`src/rtl/l2_arbiter_pkg.sv`:
```
// ============================================================================
// Module  : l2_arbiter_pkg
// Brief   : Shared L2 types for the I/D line-port arbiter.
// Revision: 1.0
// ============================================================================
`default_nettype none

package l2_arbiter_pkg;

    localparam int ADDR_W = 32;
    localparam int LINE_W = 256;

    localparam logic [3:0] LINE_MASK = 4'hF;

    typedef enum logic [1:0] {
        IDLE  = 2'd0,
        ISSUE = 2'd1,
        WAIT  = 2'd2
    } l2_arb_state_t;

    typedef enum logic {
        OP_READ  = 1'b0,
        OP_WRITE = 1'b1
    } l2_arb_op_t;

    typedef enum logic {
        OWN_I = 1'b0,
        OWN_D = 1'b1
    } l2_arb_owner_t;

    typedef struct packed {
        logic [ADDR_W-1:0] addr;
        l2_arb_op_t        op;
        logic [LINE_W-1:0] wdata;
        l2_arb_owner_t     owner;
    } l2_arb_req_t;

    function automatic logic [ADDR_W-1:0] line_align(input logic [ADDR_W-1:0] addr);
        return addr & ~32'h0000_001F;
    endfunction

endpackage

`default_nettype wire

```
`src/rtl/l2_arbiter_rr_arb2.sv`:
```
// ============================================================================
// Module  : rr_arb2
// Brief   : Two-requester round-robin arbiter; ties go to the port not granted last.
// Revision: 1.0
// ============================================================================
`default_nettype none

module rr_arb2 (
    input  logic       clk,
    input  logic       rst,
    input  logic [1:0] req_i,
    input  logic       advance_i,
    output logic [1:0] gnt_o
);

    // Index of the most recent grant; reset to 0 so the first tie goes to index 1.
    logic last_q;

    always_comb begin
        gnt_o = 2'b00;
        case (req_i)
            2'b01:   gnt_o = 2'b01;
            2'b10:   gnt_o = 2'b10;
            2'b11:   gnt_o = last_q ? 2'b01 : 2'b10;
            default: gnt_o = 2'b00;
        endcase
    end

    always_ff @(posedge clk) begin
        if (rst) begin
            last_q <= 1'b0;
        end else if (advance_i && (gnt_o != 2'b00)) begin
            last_q <= gnt_o[1];
        end
    end

endmodule

`default_nettype wire

```
`src/rtl/l2_arbiter.sv`:
```
// ============================================================================
// Module  : l2_arbiter
// Brief   : Shares the L2 line port between I-cache and D-cache miss ports.
// Revision: 1.0
// ============================================================================
`default_nettype none

module l2_arbiter
    import l2_arbiter_pkg::*;
#(
    parameter int CNT_W = 32
) (
    input  logic              clk,
    input  logic              rst,
    input  logic [31:0]       i_addr,
    input  logic              i_read,
    output logic [255:0]      i_rdata,
    output logic              i_resp,
    input  logic [31:0]       d_addr,
    input  logic              d_read,
    input  logic              d_write,
    input  logic [255:0]      d_wdata,
    output logic [255:0]      d_rdata,
    output logic              d_resp,
    output logic [31:0]       l2_addr,
    output logic [3:0]        l2_rmask,
    output logic [3:0]        l2_wmask,
    output logic [255:0]      l2_wdata,
    input  logic [255:0]      l2_rdata,
    input  logic              l2_resp,
    output logic [CNT_W-1:0]  i_grant_cnt,
    output logic [CNT_W-1:0]  d_grant_cnt,
    output logic [CNT_W-1:0]  i_wait_cnt,
    output logic [CNT_W-1:0]  d_wait_cnt
);

    localparam logic [CNT_W-1:0] c_cnt_one = {{(CNT_W-1){1'b0}}, 1'b1};

    l2_arb_state_t state_q, state_d;
    l2_arb_req_t   req_q, req_d;

    logic [CNT_W-1:0] i_grant_q, d_grant_q, i_wait_q, d_wait_q;

    logic       w_i_req, w_d_req, w_idle, w_grant, w_busy;
    logic [1:0] w_gnt;
    logic       w_i_owner, w_d_owner;

    assign w_i_req = i_read;
    assign w_d_req = d_read | d_write;
    assign w_idle  = (state_q == IDLE);
    assign w_busy  = (state_q == ISSUE) || (state_q == WAIT);
    assign w_grant = w_idle && (w_i_req || w_d_req);

    rr_arb2 u_rr (
        .clk       (clk),
        .rst       (rst),
        .req_i     ({w_d_req, w_i_req}),
        .advance_i (w_grant),
        .gnt_o     (w_gnt)
    );

    always_ff @(posedge clk) begin
        if (rst) begin
            state_q <= IDLE;
        end else begin
            state_q <= state_d;
        end
    end

    // A response during ISSUE closes the transaction just like one in WAIT.
    always_comb begin
        state_d = state_q;
        case (state_q)
            IDLE:    if (w_grant) state_d = ISSUE;
            ISSUE:   state_d = l2_resp ? IDLE : WAIT;
            WAIT:    if (l2_resp) state_d = IDLE;
            default: state_d = IDLE;
        endcase
    end

    always_comb begin
        l2_rmask = 4'h0;
        l2_wmask = 4'h0;
        i_resp   = 1'b0;
        d_resp   = 1'b0;
        i_rdata  = '0;
        d_rdata  = '0;
        if (state_q == ISSUE) begin
            if (req_q.op == OP_WRITE) l2_wmask = LINE_MASK;
            else                      l2_rmask = LINE_MASK;
        end
        if (w_busy && l2_resp) begin
            if (req_q.owner == OWN_I) begin
                i_resp = 1'b1;
                if (req_q.op == OP_READ) i_rdata = l2_rdata;
            end else begin
                d_resp = 1'b1;
                if (req_q.op == OP_READ) d_rdata = l2_rdata;
            end
        end
    end

    always_comb begin
        req_d       = req_q;
        req_d.owner = w_gnt[1] ? OWN_D : OWN_I;
        req_d.addr  = line_align(w_gnt[1] ? d_addr : i_addr);
        req_d.op    = (w_gnt[1] && d_write) ? OP_WRITE : OP_READ;
        req_d.wdata = w_gnt[1] ? d_wdata : '0;
    end

    always_ff @(posedge clk) begin
        if (rst) begin
            req_q <= '0;
        end else if (w_grant) begin
            req_q <= req_d;
        end
    end

    assign l2_addr  = req_q.addr;
    assign l2_wdata = req_q.wdata;

    // In IDLE the port being granted this cycle counts as owner, not as waiting.
    assign w_i_owner = w_idle ? w_gnt[0] : (req_q.owner == OWN_I);
    assign w_d_owner = w_idle ? w_gnt[1] : (req_q.owner == OWN_D);

    always_ff @(posedge clk) begin
        if (rst) begin
            i_grant_q <= '0;
            d_grant_q <= '0;
            i_wait_q  <= '0;
            d_wait_q  <= '0;
        end else begin
            if (w_grant && w_gnt[0]) i_grant_q <= i_grant_q + c_cnt_one;
            if (w_grant && w_gnt[1]) d_grant_q <= d_grant_q + c_cnt_one;
            if (w_i_req && !w_i_owner) i_wait_q <= i_wait_q + c_cnt_one;
            if (w_d_req && !w_d_owner) d_wait_q <= d_wait_q + c_cnt_one;
        end
    end

    assign i_grant_cnt = i_grant_q;
    assign d_grant_cnt = d_grant_q;
    assign i_wait_cnt  = i_wait_q;
    assign d_wait_cnt  = d_wait_q;

endmodule

`default_nettype wire

```
`config.mk`:
```
export PLATFORM = sky130hd
export DESIGN_NAME = l2_arbiter
export DESIGN_NICKNAME = d
export VERILOG_FILES = /design/src/rtl/l2_arbiter_pkg.sv /design/src/rtl/l2_arbiter_rr_arb2.sv /design/src/rtl/l2_arbiter.sv
export SDC_FILE = /design/constraint.sdc
export NUM_CORES = 1
export LEC_CHECK = 0
export CAP_MARGIN = 10
export CORE_AREA = 2 2 598 600
export CTS_CLUSTER_SIZE = 25
export DETAILED_ROUTE_END_ITERATION = 8
export DIE_AREA = 0 0 600 602
export PLACE_DENSITY = 0.3
export SYNTH_ARGS = -nofsm -noshare
export SYNTH_HDL_FRONTEND = slang
export SYNTH_HIERARCHICAL = 1
export SYNTH_SLANG_ARGS = --single-unit
```
`constraint.sdc`:
```
create_clock -name clk -period 2.61 [get_ports clk]
set_input_delay 0.522 -clock clk [delete_from_list [all_inputs] [get_ports clk]]
set_output_delay 0.522 -clock clk [all_outputs]
set_load 0.02 [all_outputs]
```
==> summary.md, run 1 <==
| Metric | Value |
|---|---|
| Result of the run | `finished with violations` |
| Violations in the final reports | `negative setup slack` |
| Antenna violations before repair | `~120` |
| Top post-synthesis cells by area | `sky130_fd_sc_hd__dfxtp_1 (37%), sky130_fd_sc_hd__nor2_1 (14%), sky130_fd_sc_hd__buf_4 (9.9%), sky130_fd_sc_hd__a22oi_1 (8.6%), sky130_fd_sc_hd__nand2b_1 (7.2%)` |
| Library cells used by synthesis | `50` |
| Leading cell type in the layout, fill and taps excluded | `sky130_fd_sc_hd__clkdlybuf4s50_1` |
| Maximum cell stage delay along the critical path | `0.33 ns` |
| Count of input and output buffers | `around 1.5k` |
| Power spent charging and discharging nets | `roughly 9600 uW` |
| Reg clk slew, reported paths | `approximately 0.06 ns` |
| Count of antenna-violating nets left after detailed routing | `0` |
| Predominant post-synthesis flop cell | `sky130_fd_sc_hd__dfxtp_1` |
| Hold buffer count at CTS | `0` |
| Top-area cell type share of the netlist area | `approximately 37%` |
| Fraction of power consumed by sequential logic | `roughly 28%` |
| Critical Path RT | `about 2.1 ns` |
| Synthesized area | `between 20000 and 25000 um^2` |
| Fraction of final layout cells with drive strength greater than 1 | `36.49%` |
| Place WS | `-0.6021 ns` |
| Filler cell count in the final layout | `around 40k` |
| Area taken by multi-input logic gates | `13880 um^2` |
| Post-synth EDFFs | `0` |
| Final total power | `approximately 26000 uW` |
| Worst ir drop on vdd | `approximately 0.54 mV` |
| Vias in the first global route | `between 20k and 30k` |
| Portion of total power attributed to the clock network | `between 30% and 40%` |
| Arrival @ worst endpoint | `between 2 and 3 ns` |
| Sw frac | `between 30% and 40%` |
| Nets | `5071` |
| Crit path time final | `3.226 ns` |
| # H-tree levels | `2` |
| Leakage power | `roughly 0.020 uW` |
| Synth warnings | `6` |
| Average vias per placed instance | `3.047` |
| Master cell of the clock root buffer | `sky130_fd_sc_hd__clkbuf_16` |
| Detailed-placement wirelength estimate | `roughly 230 mm` |
| Die Ht | `approximately 600 um` |
| Number of standard-cell rows in the floorplan | `219` |
| Final setup margin | `-0.6156 ns` |
| Area added between synthesis and finish | `144.6%` |
| Cell at the slowest stage of the critical path | `sky130_fd_sc_hd__dfxtp_2` |
| Overflow left after global routing | `0` |
| Number of CTS-inserted buffers | `60` |
| Clk Latency, worst-skew pair | `between 0.7 and 0.8 ns` |
| Portion of the post-synthesis area used by sequential elements | `a little under two fifths` |
| Combinational share of power | `38.5%` |
| Highest clock frequency the design can meet | `slightly above 300 MHz` |
| Internal Power | `between 15000 and 20000 uW` |
| Hold wc startpoint | `rst` |
| Total via count after detailed routing | `roughly 28k` |
| Sequential cell area | `roughly 8300 um^2` |
| Drt wl/cell | `just under 30 um` |
| Gate count after technology mapping | `between 2k and 3k` |
| Number of endpoints with negative hold slack in the final report | `0` |
| Top cell family by delay on the critical path | `buffers and inverters` |
| Starting utilization of the core area | `6.278%` |
| Setup Total Neg Slack | `-233.06 ns` |
| Critical path startpoint | `state_q[0]$_SDFFE_PP0P_` |
| Critical Path Start Type | `register` |
| CTS Buffer Depth | `3` |
| Crit share post-route | `123.6%` |
| Dominant cell type by area after synthesis | `sky130_fd_sc_hd__dfxtp_1` |
| Count of TritonRoute iterations in the first routing pass | `6` |
| R2R Path Start | `d_wait_cnt[16]$_SDFFE_PP0P_` |
| Classification of the worst setup path | `reg -> out` |
| Most frequent cells in the layout | `sky130_fd_sc_hd__clkdlybuf4s50_1 (957), sky130_fd_sc_hd__nor2_1 (440), sky130_fd_sc_hd__dfxtp_1 (413)` |
| Max Cap Violations | `0` |
| Post-synth ARST share | `0%` |
| TritonCTS clock tree | `yes` |
| Total I/O pin count | `roughly 1.5k` |
| Cell Pwr Density | `473.8 nW/um^2` |
| Aggregate global-route resource usage | `~14%` |
| Average instance area after synthesis | `7.645 um^2` |
| Unrepaired setup endpoints after global routing | `yes` |
| Weighted congestion reported at the end of routability-driven placement | `about 0.91` |
| Buffers plus inverters on the worst setup path | `7` |
| Worst path cell trace | `inv_2 > ha_4 > buf_6 > nand3_4 > buf_12 > buf_16 > buf_16 > nor2_4 > buf_6 > buf_12` |
| First-pass GRT wire length | `between 300 and 400 mm` |
| Tightest Pin Transition | `~0.74 ns` |
| Number of design rule violations left after detail routing | `0` |
| Min-delay worst type | `in -> reg` |
| Post-route clock skew | `roughly 0.053 ns` |
| Worst-path fanout max | `8` |
| Full die area | `~360000 um^2` |
| Clock sink total | `between 400 and 500` |
| Final setup viols | `514` |
| Iteration-0 DRC count of the detailed router | `about 1.5k` |
| Core area | `between 300000 and 400000 um^2` |
| Worst slew margin relative to its limit | `between 50% and 60%` |
| Pins Over Slew Limit | `0` |
| CP Capture Type | `output pin` |
| Pin count of the biggest net entering global routing | `between 80 and 90` |
| Overall routed net length | `between 200 and 300 mm` |
| Die Span X | `600 um` |
| Seq cells post-synth | `about 420` |
| Min Hold Slack | `roughly 0.24 ns` |
-- kinds of logic (layout without fill, tap and decap cells) --
family          Yosys count  after routing  synth area share (%)
flops                   416            416                 37.38
mux                      58             58                 2.741
simple gates           1411           1411                 29.97
fa+ha+maj                 8              8                0.4494
compound gates          444            444                 14.04
buf+inv                 550           2159                 14.38
other cells               1             34               0.01683
xor+xnor                 26             26                 1.022
-- layer usage --
metal	up-vias	track usage, %	wire length [um]
li1	12838	-	-
met1	13898	15.34	99610
met2	1223	26.11	139400
met3	350	5.494	25510
met4	50	3.515	9097
met5	-	0	317
-- flip-flops by register name, indices dropped and copies added (netlist names) --
register / flops
i_wait_cnt: 32
state_q: 2
l2_wdata: 256
u_rr/last_q: 1
l2_addr: 27
req_q: 2
i_grant_cnt: 32
d_wait_cnt: 32
d_grant_cnt: 32
-- area by class of cell --
type | count | area share, %
repair buffers | 2028 | 44.33
multi-input cells | 1952 | 25.48
flip-flops and latches | 416 | 15.30
well taps | 4751 | 10.91
clock buffers | 90 | 3.240
clock inverters | 18 | 0.4547
inverters | 23 | 0.1584
diodes | 29 | 0.1332
-- synth_stat cells (all sizes together), types with 5 or more instances --
cell type  instances
and4              16
xor2              19
nor4              23
nor2             854
nand4             43
and2               5
ha                 8
o31ai             57
nand2             46
nand3             33
and3              10
or2                7
nor3               8
or3               15
a21oi             76
xnor2              7
a22oi            256
a211oi            27
nor2b             25
buf              330
mux2i             34
mux2              24
nand2b           256
or4               67
dfxtp            416
inv               23
clkbuf           197
o21ai             17
-- per-stage QoR --
step | util, % | cell area (um^2) | instances
2_1_floorplan | - | 22320 | 2918
3_5_place_dp | 13.12 | 46570 | 9092
6_report | 15.36 | 54490 | 9307
5_1_grt | 15.34 | 54450 | 9291
3_3_place_gp | 13.12 | 46570 | 9092
4_1_cts | 14.23 | 50510 | 9223
-- worst paths after layout --
path | endpoint | slack [ns] | depth (start not counted)
worst max-delay path | d_rdata[146] | -0.62 | 10
worst min register to register | i_grant_cnt[31]$_SDFFE_PP0P_ | 0.48 | 2
worst max register to register | d_wait_cnt[31]$_SDFFE_PP0P_ | 0.28 | 4
worst min-delay path | l2_wdata[41]$_SDFFE_PP0P_ | 0.24 | 2
-- timing repair --
item,4_1_cts,5_1_grt
hold endpoints to repair,0,0
resized for setup,1206,1054
pin swaps,64,117
gates cloned,22,28
endpoints found under the setup margin,538,534
setup buffers,38,69
-- power groups by stage --
stage	Sequential, uW	Combinational (uW)	Clock, uW
after global placement	7310	8570	0
after CTS	7170	9270	9230
after global routing	7190	10400	9410
after detailed placement	7300	8540	0
final	7140	9930	8740
after floorplan	7100	3270	0
Power figures use the tool's default switching activity.
==> run 2, diff against run 1 <==
--- a/config.mk
+++ b/config.mk
@@ -6,10 +6,11 @@
 export NUM_CORES = 1
 export LEC_CHECK = 0
 export CAP_MARGIN = 10
-export CORE_AREA = 2 2 598 600
+export CORE_AREA = 2 2 584 586
+export CTS_CLUSTER_DIAMETER = 30
 export CTS_CLUSTER_SIZE = 25
 export DETAILED_ROUTE_END_ITERATION = 8
-export DIE_AREA = 0 0 600 602
+export DIE_AREA = 0 0 586 588
 export PLACE_DENSITY = 0.3
 export SYNTH_ARGS = -nofsm -noshare
 export SYNTH_HDL_FRONTEND = slang
==> constraint.sdc (replaced) <==
create_clock -name clk -period 3.8 [get_ports clk]
set_input_delay 0.76 -clock clk [delete_from_list [all_inputs] [get_ports clk]]
set_output_delay 0.76 -clock clk [all_outputs]
set_load 0.02 [all_outputs]
==> summary.md, run 2 (synthesis results as in run 1) <==
| Metric | Value |
|---|---|
| Result of the run | `finished, final reports clean` |
| # H-tree levels | `4` |
| First-pass GRT wire length | `~340 mm` |
| Routed length on met1 | `just over 100 mm` |
| Number of design rule violations left after detail routing | `0` |
| Average vias per placed instance | `3.067` |
| Cell Pwr Density | `463.1 nW/um^2` |
| Reg clk slew, reported paths | `0.04 ns` |
| Iteration-0 DRC count of the detailed router | `~1.6k` |
| Post-route clock skew | `0.09691 ns` |
| Final setup viols | `0` |
| Arrival @ worst endpoint | `roughly 2.9 ns` |
| Area added between synthesis and finish | `124.7%` |
| Sequential cell area | `between 8000 and 9000 um^2` |
| Critical Path RT | `3.04 ns` |
| Starting utilization of the core area | `around 6.6%` |
| Weighted congestion reported at the end of routability-driven placement | `~0.89` |
| Full die area | `~340000 um^2` |
| Most frequent cells in the layout | `sky130_fd_sc_hd__clkdlybuf4s50_1 (1040), sky130_fd_sc_hd__nor2_1 (842), sky130_fd_sc_hd__dfxtp_1 (415)` |
| Crit path time final | `3.677 ns` |
| Pin count of the biggest net entering global routing | `between 100 and 150` |
| Master cell of the clock root buffer | `sky130_fd_sc_hd__clkbuf_16` |
| Setup Total Neg Slack | `0 ns` |
| Die Span X | `586 um` |
| Flip-flop count of the largest register, all copies and words added | `256` |
| CP Capture Type | `output pin` |
| Nets | `about 5k` |
| Tightest Pin Transition | `between 0.9 and 1 ns` |
| Clock sink total | `416` |
| Worst-path fanout max | `40` |
| CTS Buffer Depth | `4` |
| Vias in the first global route | `between 20k and 30k` |
| Clk Latency, worst-skew pair | `0.83 ns` |
| Filler cell count in the final layout | `38.51k` |
| Unrepaired setup endpoints after global routing | `yes` |
| Antenna violations before repair | `approximately 120` |
| Highest signal layer in the routed design | `met5` |
| Pins Over Slew Limit | `0` |
| Hold buffer count at CTS | `0` |
| Worst ir drop on vdd | `around 0.34 mV` |
| Number of standard-cell rows in the floorplan | `214` |
| Overflow left after global routing | `0` |
| Detailed-placement wirelength estimate | `approximately 250 mm` |
| Worst slew margin relative to its limit | `around 34%` |
| Aggregate global-route resource usage | `15.47%` |
| Count of TritonRoute iterations in the first routing pass | `5` |
| Number of CTS-inserted buffers | `168` |
| Total via count after detailed routing | `between 20k and 30k` |
| Leakage power | `roughly 0.019 uW` |
| Max Cap Violations | `0` |
| Highest clock frequency the design can meet | `roughly 270 MHz` |
| TritonCTS clock tree | `yes` |
| Total I/O pin count | `~1.5k` |
| Core area | `about 340000 um^2` |
| Total length of routed met2 wires | `approximately 140 mm` |
| Critical path startpoint | `state_q[1]$_SDFFE_PP0P_` |
| Count of antenna-violating nets left after detailed routing | `0` |
| Leading cell type in the layout, fill and taps excluded | `sky130_fd_sc_hd__clkdlybuf4s50_1` |
| Drt wl/cell | `30.93 um` |
| Number of endpoints with negative hold slack in the final report | `0` |
| Die Ht | `between 500 and 600 um` |
| Min-delay worst type | `in -> reg` |
| Classification of the worst setup path | `reg -> out` |
| Fraction of final layout cells with drive strength greater than 1 | `19.48%` |
| Area taken by multi-input logic gates | `roughly 11000 um^2` |
| R2R Path Start | `state_q[1]$_SDFFE_PP0P_` |
| Final total power | `around 23000 uW` |
| Count of input and output buffers | `around 1.5k` |
| Detail Route met3 WL | `24.79 mm` |
| Critical Path Start Type | `register` |
| Overall routed net length | `276.7 mm` |
| Crit share post-route | `between 90% and 100%` |
| Hold wc startpoint | `rst` |
run 2: changes by cell type in the layout (fill, tap and decap cells not counted), moves of 84 or more:
cell                            delta
sky130_fd_sc_hd__buf_4           -132
sky130_fd_sc_hd__buf_6           -289
sky130_fd_sc_hd__clkbuf_16        +84
sky130_fd_sc_hd__dlygate4sd2_1   +121
sky130_fd_sc_hd__nor2_1          +402
sky130_fd_sc_hd__nor2_4          -374
run 2: cell type report:
class	instances	area share [%]
Inverter	23	0.1725
Timing Repair Buffer	1712	39.32
Clock buffer	249	9.705
Tap cell	4536	11.34
Multi-Input combinational cell	1952	21.74
Antenna cell	22	0.1100
Sequential cell	416	16.64
Clock inverter	37	0.9748
run 2: stage by stage:
step	std cells	hold slack (ns)	util [%]	setup slack (ns)	area (um^2)
finish	8947	0.4419	14.79	0.1231	50060
global route	8928	0.4274	14.78	-0.01960	50010
CTS	8925	0.3999	14.77	-0.02649	49990
detailed placement	8635	0.4770	13.20	0.004101	44670
global placement	8635	0.4625	13.20	0.002723	44670
floorplan	2918	0.4784	-	0.7514	22290
run 2: critical path, cell delays in order (launching register included):
cell	delay (ns)
sky130_fd_sc_hd__dfxtp_1	0.34
sky130_fd_sc_hd__inv_1	0.11
sky130_fd_sc_hd__ha_4	0.30
sky130_fd_sc_hd__nand2_1	0.05
sky130_fd_sc_hd__or2_4	0.34
sky130_fd_sc_hd__buf_12	0.20
sky130_fd_sc_hd__buf_4	0.23
sky130_fd_sc_hd__nor2_2	0.22
sky130_fd_sc_hd__buf_4	0.19
sky130_fd_sc_hd__buf_12	0.11
run 2: path summary, 6_finish.rpt:
check	endpoint	slack, ns	cells past startpoint
worst min-delay path	i_wait_cnt[4]$_SDFFE_PP0P_	0.44	2
worst max register to register	d_grant_cnt[22]$_SDFFE_PP0P_	1.16	7
worst max-delay path	i_rdata[224]	0.12	9
worst min register to register	i_grant_cnt[31]$_SDFFE_PP0P_	0.48	2
run 2: power by group:
| group | internal, uW | switching, uW |
|---|---|---|
| clock | 9070 | 3740 |
| combinational | 2140 | 3340 |
| sequential | 4680 | 208 |
run 2: metal layers:
layer	up-vias	global-route usage [%]
met1	13276	16.93
met5	-	0
li1	12421	-
met3	306	5.719
met4	80	2.446
met2	1355	28.52
run 2: timing repair:
action                                  in CTS  in global routing
gates cloned                                 0                  0
resized for setup                          145                  6
endpoints found under the setup margin     285                  9
setup buffers                                4                  0
==> run 3, diff against run 2 <==
==> constraint.sdc (replaced) <==
create_clock -name clk -period 4.3 [get_ports clk]
set_input_delay 0.86 -clock clk [delete_from_list [all_inputs] [get_ports clk]]
set_output_delay 0.86 -clock clk [all_outputs]
set_load 0.02 [all_outputs]
==> summary.md, run 3 (synthesis results as in run 1) <==
| Metric | Value |
|---|---|
| Die Ht | `just under 600 um` |
| Total via count after detailed routing | `between 20k and 30k` |
| Pin count of the biggest net entering global routing | `123` |
| Detailed-placement wirelength estimate | `247.1 mm` |
| Aggregate global-route resource usage | `between 10% and 20%` |
| Post-route clock skew | `0.07225 ns` |
| Die Span X | `586 um` |
| Setup Total Neg Slack | `0 ns` |
| TritonCTS clock tree | `yes` |
| Number of design rule violations left after detail routing | `0` |
| Vias in the first global route | `approximately 28k` |
| Post-route cell area | `~50000 um^2` |
| R2R Path Start | `d_grant_cnt[2]$_SDFFE_PP0P_` |
| Hold buffer count at CTS | `0` |
| Starting utilization of the core area | `about 6.6%` |
| Sink of the worst hold path | `i_grant_cnt[31]$_SDFFE_PP0P_` |
| CTS Buffer Depth | `4` |
| Cell Pwr Density | `around 420 nW/um^2` |
| Classification of the worst setup path | `reg -> out` |
| Core area | `338400 um^2` |
| Arrival @ worst endpoint | `approximately 3.2 ns` |
| Critical Path Start Type | `register` |
| Hold wc startpoint | `i_grant_cnt[31]$_SDFFE_PP0P_` |
| Worst-path fanout max | `48` |
| Count of TritonRoute iterations in the first routing pass | `5` |
| CP Capture Type | `output pin` |
| Count of antenna-violating nets left after detailed routing | `0` |
| Worst ir drop on vdd | `about 0.27 mV` |
| Fraction of final layout cells with drive strength greater than 1 | `around 18%` |
| Max Cap Violations | `0` |
| Setup slack on the worst flop-to-flop path | `between 1 and 1.5 ns` |
| Reg clk slew, reported paths | `roughly 0.04 ns` |
| Critical Path RT | `around 3.4 ns` |
| Full die area | `between 300000 and 400000 um^2` |
| Clock sink total | `416` |
| Overall routed net length | `around 280 mm` |
| Endpoint of the lowest-slack register-to-register path | `d_grant_cnt[31]$_SDFFE_PP0P_` |
| Clk Latency, worst-skew pair | `approximately 0.83 ns` |
| Number of standard-cell rows in the floorplan | `214` |
| Worst Hold Path Cells | `2` |
| Weighted congestion reported at the end of routability-driven placement | `between 0.8 and 0.9` |
| Count of non-filler cells in the finished layout | `just under 9k` |
| Nets | `slightly below 5k` |
| Tightest Pin Transition | `about 1.0 ns` |
| Pins Over Slew Limit | `0` |
| Most frequent cells in the layout | `sky130_fd_sc_hd__clkdlybuf4s50_1 (1169), sky130_fd_sc_hd__nor2_1 (854), sky130_fd_sc_hd__dfxtp_1 (415)` |
| Min-delay worst type | `reg -> reg` |
| Post-Place Cells | `approximately 8.6k` |
| Post-cts gate resize count | `0` |
| Worst slew margin relative to its limit | `31.05%` |
| Crit share post-route | `between 90% and 100%` |
| Setup Buffers After CTS | `3` |
| Final setup viols | `0` |
| Flip-flop count of the largest register, all copies and words added | `256` |
| Iteration-0 DRC count of the detailed router | `approximately 1.7k` |
| Overflow left after global routing | `0` |
| Result of the run | `finished, final reports clean` |
| Count of input and output buffers | `about 1.5k` |
| Area added between synthesis and finish | `124.6%` |
| Number of endpoints with negative hold slack in the final report | `0` |
| Leakage power | `0.01803 uW` |
| Crit path time final | `between 4 and 5 ns` |
| Unrepaired setup endpoints after global routing | `no` |
| Master cell of the clock root buffer | `sky130_fd_sc_hd__clkbuf_16` |
| Number of CTS-inserted buffers | `around 170` |
| # H-tree levels | `4` |
| Total I/O pin count | `1520` |
| Cell count of the worst reg-to-reg path | `4` |
| First-pass GRT wire length | `about 340 mm` |
| Antenna violations before repair | `roughly 170` |
| Drt wl/cell | `31.45 um` |
| Instance area after placement | `around 44000 um^2` |
| Leading cell type in the layout, fill and taps excluded | `sky130_fd_sc_hd__clkdlybuf4s50_1` |
| Average vias per placed instance | `around 3.1` |
| Highest clock frequency the design can meet | `~250 MHz` |
-- run 3: cell types whose count changed in the layout (fill, tap and decap cells not counted), moves of 9 or more --
| cell | delta |
|---|---|
| sky130_fd_sc_hd__clkdlybuf4s50_1 | +129 |
| sky130_fd_sc_hd__dlygate4sd2_1 | -121 |
| sky130_fd_sc_hd__buf_4 | -63 |
| sky130_fd_sc_hd__diode_2 | +18 |
| sky130_fd_sc_hd__clkbuf_8 | +16 |
| sky130_fd_sc_hd__clkbuf_1 | -15 |
| sky130_fd_sc_hd__nor2_1 | +12 |
| sky130_fd_sc_hd__clkinv_2 | +10 |
| sky130_fd_sc_hd__nor2_2 | -9 |
-- run 3: power by group --
group,internal [uW],switching [uW],total [uW]
clock network,8580,3490,12100
logic,1890,2920,4820
registers,4130,178,4310
total,14600,6590,21200
-- run 3: metal layers --
| metal | vias to the layer above | global-route usage (%) | wire length, um |
|---|---|---|---|
| met2 | 1430 | 28.79 | 145300 |
| met3 | 396 | 6.357 | 27170 |
| met4 | 102 | 3.013 | 5117 |
| li1 | 12325 | - | - |
| met5 | - | 0 | 675 |
| met1 | 13257 | 16.59 | 102100 |
-- run 3: worst max path at each step --
stage / startpoint / to / slack (ns) / cells past startpoint
finish: state_q[0]$_SDFFE_PP0P_ / i_rdata[39] / 0.28 / 8
global route: state_q[0]$_SDFFE_PP0P_ / i_rdata[42] / 0.07 / 8
CTS: state_q[1]$_SDFFE_PP0P_ / i_rdata[39] / 0.12 / 8
detailed placement: l2_resp / d_rdata[116] / 0.09 / 6
global placement: l2_resp / d_rdata[116] / 0.07 / 6
floorplan: d_write / i_grant_cnt[29]$_SDFFE_PP0P_ / 1.15 / 8
-- run 3: layout make-up --
cell class	count	area, um^2
timing repair buffer	1649	19320
antenna	40	100.1
tap	4536	5675
multi-input combinational	1952	10810
clock buffer	253	5097
inverter	23	86.33
fill	38418	288400
clock inverter	47	601.8
sequential	416	8332
-- run 3: critical path: stages (launching register included) --
cell and delay (ns):
sky130_fd_sc_hd__dfxtp_1 0.35, sky130_fd_sc_hd__inv_1 0.09, sky130_fd_sc_hd__ha_1 0.34, sky130_fd_sc_hd__nand2_1 0.06, sky130_fd_sc_hd__or2_4 0.32, sky130_fd_sc_hd__buf_12 0.17
sky130_fd_sc_hd__buf_12 0.18, sky130_fd_sc_hd__nor2_1 0.13, sky130_fd_sc_hd__clkdlybuf4s50_1 0.72
-- run 3: metrics by stage --
step / power [uW] / util (%) / setup slack (ns) / hold WS (ns)
after floorplan: 6289 / - / 1.151 / 0.4784
after global placement: 9327 / 13.05 / 0.07320 / 0.4624
after detailed placement: 9323 / 13.05 / 0.08619 / 0.4792
after CTS: 21740 / 14.75 / 0.1190 / 0.4841
after global routing: 22030 / 14.76 / 0.06633 / 0.5120
final: 21200 / 14.78 / 0.2756 / 0.4800
